## src/rtl/dec_seq_pkg.sv

```systemverilog
// Shared types and code helpers for the decoder index sequencer.
// Start/terminal codes depend only on index width and sweep direction.
package dec_seq_pkg;

  typedef enum logic [1:0] {
    IDLE  = 2'd0,
    RUN   = 2'd1,
    PAUSE = 2'd2
  } state_t;

  // dn=0 sweeps upward from 0, dn=1 sweeps downward from the all-ones code
  function automatic logic [31:0] start_code(int idx_w, logic dn);
    return dn ? ((32'd1 << idx_w) - 32'd1) : 32'd0;
  endfunction

  function automatic logic [31:0] term_code(int idx_w, logic dn);
    return start_code(idx_w, !dn);
  endfunction

endpackage

```

## src/rtl/decoder_index_sequencer_dwell_timer.sv

```systemverilog
// Counts the cycles an index has been held; expire_o pulses on the last one.
// Holds its count whenever en_i is low, so a paused sweep resumes mid-dwell.
module dwell_timer #(
  parameter int DWELL = 1
) (
  input  logic clk,
  input  logic rst_n,
  input  logic load_i,
  input  logic en_i,
  output logic expire_o
);

  localparam int CW = $clog2(DWELL + 1);
  localparam logic [CW-1:0] LAST = CW'(DWELL - 1);

  logic [CW-1:0] cnt_q;
  logic [CW-1:0] cnt_d;

  assign expire_o = en_i && (cnt_q == LAST);

  always_comb begin
    cnt_d = cnt_q;
    if (load_i) begin
      cnt_d = '0;
    end else if (en_i) begin
      cnt_d = expire_o ? '0 : cnt_q + CW'(1);
    end
  end

  always_ff @(posedge clk) begin
    if (!rst_n) begin
      cnt_q <= '0;
    end else begin
      cnt_q <= cnt_d;
    end
  end

endmodule

```

## src/rtl/decoder_index_sequencer.sv

```systemverilog
// Sweeps the 4-to-16 decoder select index with per-code dwell, pause and single-step.
// Define DECODE_CHECK_EN to build the sticky one-hot response checker driving err.
module decoder_index_sequencer
  import dec_seq_pkg::*;
#(
  parameter int IDX_W = 4,
  parameter int DWELL = 1
) (
  input  logic                  clk,
  input  logic                  rst_n,
  input  logic                  start,
  input  logic                  stop,
  input  logic                  step,
  input  logic                  dir,
  input  logic                  cont,
  output logic [0:IDX_W-1]      idx,
  output logic                  idx_valid,
  output logic                  busy,
  output logic                  sweep_done,
  input  logic [0:2**IDX_W-1]   dec_i,
  output logic                  err
);

  localparam int N = 2 ** IDX_W;

  state_t           state_q;
  logic [IDX_W-1:0] idx_q;
  logic             dir_q;
  logic             vld_q;
  logic             done_q;

  logic             start_acc;
  logic             tmr_en;
  logic             expire;
  logic [IDX_W-1:0] first_code;
  logic [IDX_W-1:0] wrap_code;
  logic [IDX_W-1:0] last_code;

  assign start_acc  = (state_q == IDLE) && start && !stop;
  assign tmr_en     = (state_q == RUN) && !stop;
  assign first_code = IDX_W'(start_code(IDX_W, dir));
  assign wrap_code  = IDX_W'(start_code(IDX_W, dir_q));
  assign last_code  = IDX_W'(term_code(IDX_W, dir_q));

  dwell_timer #(.DWELL(DWELL)) u_dwell (
    .clk      (clk),
    .rst_n    (rst_n),
    .load_i   (start_acc),
    .en_i     (tmr_en),
    .expire_o (expire)
  );

  always_ff @(posedge clk) begin
    if (!rst_n) begin
      state_q <= IDLE;
      idx_q   <= '0;
      dir_q   <= 1'b0;
      vld_q   <= 1'b0;
      done_q  <= 1'b0;
    end else begin
      vld_q  <= 1'b0;
      done_q <= 1'b0;
      case (state_q)
        IDLE: begin
          // stop outranks start, so start+stop together leaves us idle
          if (!stop) begin
            if (start) begin
              state_q <= RUN;
              dir_q   <= dir;
              idx_q   <= first_code;
              vld_q   <= 1'b1;
            end else if (step) begin
              idx_q <= dir ? idx_q - IDX_W'(1) : idx_q + IDX_W'(1);
              vld_q <= 1'b1;
            end
          end
        end
        RUN: begin
          if (stop) begin
            state_q <= PAUSE;
          end else if (expire) begin
            if (idx_q == last_code) begin
              done_q <= 1'b1;
              idx_q  <= wrap_code;
              if (cont) begin
                vld_q <= 1'b1;
              end else begin
                state_q <= IDLE;
              end
            end else begin
              idx_q <= dir_q ? idx_q - IDX_W'(1) : idx_q + IDX_W'(1);
              vld_q <= 1'b1;
            end
          end
        end
        PAUSE: begin
          if (stop) begin
            state_q <= IDLE;
            idx_q   <= '0;
          end else if (start) begin
            state_q <= RUN;
          end
        end
        default: state_q <= IDLE;
      endcase
    end
  end

  assign idx        = idx_q;
  assign idx_valid  = vld_q;
  assign sweep_done = done_q;
  assign busy       = (state_q != IDLE);

`ifdef DECODE_CHECK_EN
  logic [0:N-1] exp_oh;
  logic         err_q;

  always_comb begin
    exp_oh        = '0;
    exp_oh[idx_q] = 1'b1;
  end

  // a fresh sweep clears the flag even if this cycle also mismatches
  always_ff @(posedge clk) begin
    if (!rst_n) begin
      err_q <= 1'b0;
    end else if (start_acc) begin
      err_q <= 1'b0;
    end else if (exp_oh != dec_i) begin
      err_q <= 1'b1;
    end
  end

  assign err = err_q;
`else
  logic unused_dec;
  assign unused_dec = ^dec_i;
  assign err        = 1'b0;
`endif

endmodule
```

## config.mk

```make
export PLATFORM = sky130hd
export DESIGN_NAME = decoder_index_sequencer
export DESIGN_NICKNAME = d
export VERILOG_FILES = /design/src/rtl/dec_seq_pkg.sv /design/src/rtl/decoder_index_sequencer_dwell_timer.sv /design/src/rtl/decoder_index_sequencer.sv
export SDC_FILE = /design/constraint.sdc
export NUM_CORES = 1
export LEC_CHECK = 0
export CAP_MARGIN = 40
export CORE_ASPECT_RATIO = 0.5
export CORE_MARGIN = 8
export CORE_UTILIZATION = 35
export CTS_CLUSTER_DIAMETER = 150
export DETAILED_ROUTE_END_ITERATION = 10
export PLACE_DENSITY_LB_ADDON = 0.12
export SYNTH_ARGS = -nofsm -noshare
export SYNTH_HDL_FRONTEND = slang
export SYNTH_SLANG_ARGS = --single-unit
```

## constraint.sdc

```tcl
create_clock -name clk -period 2.45 [get_ports clk]
set_input_delay 0.3675 -clock clk [delete_from_list [all_inputs] [get_ports clk]]
set_output_delay 0.3675 -clock clk [all_outputs]
set_load 0.005 [all_outputs]
```

==> reports/results.ini <==
[min_path]
min_to = u_dwell.cnt_q$_SDFFE_PP0N_
min_from = u_dwell.cnt_q$_SDFFE_PP0N_
whs_path_depth = 1
hp-class = reg2reg

[logic_synthesis]
yosys.cell_types.count = 53
ys_seq_area_share_pct = 20.9
ys_ff_latch = 10
async_flop_share_pct = 0
yosys_warnings = 0
synth_top_cell_area_share_pct = 20.9
synth_edf_count = 0
netlist_instances = 116
synth_area_leaders = dfxtp_1 (21%), ha_1 (9.2%), nor2_1 (3.5%), mux2i_1 (3.1%), inv_1 (3.1%)
synth.avg_cell_area_um2 = 8.24
synth_top_cell_by_area = dfxtp_1
synth_ff_type = dfxtp_1
syn_nets = 146
syn-cell-area_um2 = 956

[floorplanning]
die_y_um = 53.0
std_cell_rows = 13
boundaryPins = 31
die_w_um = 89.9
dieArea_um2 = 4760
fp.coreArea_um2 = 2600
start_util_pct = 36.7

[run_status]
outcome = finished clean

[global_route]
grt_pass1_wl_mm = 4.06
overflow = 0
grtUsageTotal_pct = 10.5
grt_max_degree = 14
grt_pass1_vias = 883
grt_antenna_before_repair = 0

[cells_and_area]
mostFrequentLayoutCell = clkdlybuf4s50_1
regArea_um2 = 200
fin_cells = 166
multi_input_area_um2 = 678
n_fill_cell = 284
nNetsFinal = 161
drive_above_1_share_pct = 14.7
final_cell_mix = clkdlybuf4s50_1 (13), dfxtp_1 (10), nor2_1 (9)
diodes = 0
areaGrowthSynthToFinish_pct = 22.5

[timing]
rsz0062_at_grt = no
period_share_pct = 82.6
tns_ns = 0
max_freq_ghz = 0.494
drv_slew = 0
setup-violations-final = 0
min_period_ns = 2.02
clock_skew_ns = 0.00250
finalHoldViolations = 0

[worst_setup_path]
crit_slowest_cell = clkdlybuf4s50_1
cp_cell_sequence = inv_1 -> ha_1 -> inv_1 -> clkdlybuf4s50_1
path_depth = 4
timing.rr.start = state_q[0]$_SDFFE_PN0P_
critPathTopFamily = buffers and inverters
worstSetupStartpointType = flip-flop
crit_arrival_ns = 1.66
rrSetupSlack_ns = 0.55
ff2ff_path_depth = 7
path_class = reg2out
cp_max_fo = 7
reg2reg_to = idx[0]$_SDFFE_PN0P_
crit_path_frequent_cell = inv_1
cp_num_buf_inv = 3
cpPeakStageDelay_ns = 0.50
critPathCaptureType = primary output
crit_required_ns = 2.08

[pwr]
intPower_uw = 395
switching_share_pct = 32.2
irDropWorstVdd_uv = 166
seqPwrFrac_pct = 35.0
combPwrFrac_pct = 35.5
power_switching_uw = 188
power_frac_clock_pct = 29.5
p_per_area_nw_per_um2 = 498
p_leak_uw = 0.000472

[cts]
postCtsHoldBufs = 0
cts_sinks = 10
cts_tree = done
clkTransAtPathRegs_ns = 0.05
cts-root-buf = clkbuf_8
insertion_delay_ns = 0.23
cts_made_buffers = 3
cts_max_path_buffers = 2
cts_max_level = 1
post_cts_buffers = 0
cts_resized = 0

[routing]
drt_iter0_markers = 44
routed_wirelength_mm = 2.37
ant_nets = 0
drc = 0
vias = 885
wl_per_cell_um = 14.3
vias_per_cell = 5.33
firstDrtPassIters = 4

[placement]
hpwl_mm = 1.76
dp.cells = 163
port_buffers = 13
routabilityCongestion = 0.845

[flow_run]
maxCapViolations = 0

synthesized netlist by cell type, types with 2 or more instances:
| master | instances |
|---|---|
| dfxtp_1 | 10 |
| nor2_1 | 9 |
| inv_1 | 8 |
| ha_1 | 7 |
| nand2_1 | 7 |
| clkbuf_1 | 5 |
| o21ai_0 | 5 |
| a21oi_1 | 4 |
| mux2i_1 | 3 |
| o21a_1 | 3 |
| a31oi_1 | 2 |
| and2_1 | 2 |
| and4b_1 | 2 |
| buf_2 | 2 |
| nand2b_1 | 2 |
| nand3_1 | 2 |
| nor2b_1 | 2 |
| nor4_1 | 2 |
| nor4b_1 | 2 |
| o211a_1 | 2 |
| o211ai_1 | 2 |
| o22ai_1 | 2 |
kinds of logic (layout without fill, tap and decap cells):
| group | Yosys count | after routing | synth area share (%) |
|---|---|---|---|
| AOI/OAI and AO/OA | 39 | 39 | 34.4 |
| and+or+nand+nor | 38 | 38 | 22.9 |
| buffers and inverters | 17 | 30 | 8.12 |
| DFF | 10 | 10 | 20.9 |
| adders and majority gates | 7 | 7 | 9.16 |
| muxes | 3 | 3 | 3.14 |
| other | 1 | 1 | 0.392 |
| xor gates and xnor gates | 1 | 1 | 0.916 |
state kept, by name (all words and copies together) (netlist names):
signal	flops
state_q	2
sweep_done	1
idx_valid	1
idx	4
u_dwell.cnt_q	1
dir_q	1
cell type report:
cell class	count	share of cell area (%)
timing repair buffer	19	15.0
multi-input combinational	89	57.9
clock buffer	3	3.53
tap	37	3.95
sequential	10	17.1
inverter	8	2.56
power groups by stage:
stage                     logic [uW]  clock network [uW]  registers [uW]
after floorplan                  149                   0             192
after global placement           209                   0             207
after detailed placement         208                   0             207
after CTS                        209                 180             204
after global routing             228                 185             209
final                            207                 172             204
worst reg2reg max path: stages (launching register included):
cell       delay [ns]
dfxtp_1          0.40
inv_1            0.09
ha_1             0.24
and2b_4          0.19
a2111oi_4        0.38
buf_4            0.22
and4b_1          0.20
a221o_1          0.13
metrics by stage:
| step | power, uW | instance area (um2) | worst slack [ns] | hold WS, ns | utilization (%) |
|---|---|---|---|---|---|
| after CTS | 593 | 1170 | 0.407 | 0.507 | 45.0 |
| after detailed placement | 415 | 1130 | 0.303 | 0.497 | 43.4 |
| after global placement | 416 | 1130 | 0.283 | 0.499 | 43.4 |
| final | 583 | 1170 | 0.426 | 0.502 | 45.0 |
| after floorplan | 342 | 956 | 0.616 | 0.467 | - |
| after global routing | 622 | 1170 | 0.315 | 0.515 | 45.0 |
routing by layer:
metal  share of wire, %  GRT usage, %  vias up
met2                 42          16.5       23
li1                   -             -      455
met4                1.1          5.18        0
met5                  0             0        -
met3                5.4          2.96        2
met1                 51          13.1      405
how the worst max path moves through the flow:
stage | slack [ns] | startpoint | end
floorplan | 0.62 | state_q[0]$_SDFFE_PN0P_ | idx[0]$_SDFFE_PN0P_
global placement | 0.28 | start | idx[1]$_SDFFE_PN0P_
detailed placement | 0.30 | start | idx[1]$_SDFFE_PN0P_
CTS | 0.41 | state_q[0]$_SDFFE_PN0P_ | busy
global route | 0.31 | state_q[0]$_SDFFE_PN0P_ | busy
finish | 0.43 | state_q[0]$_SDFFE_PN0P_ | busy
Power figures use the tool's default switching activity.
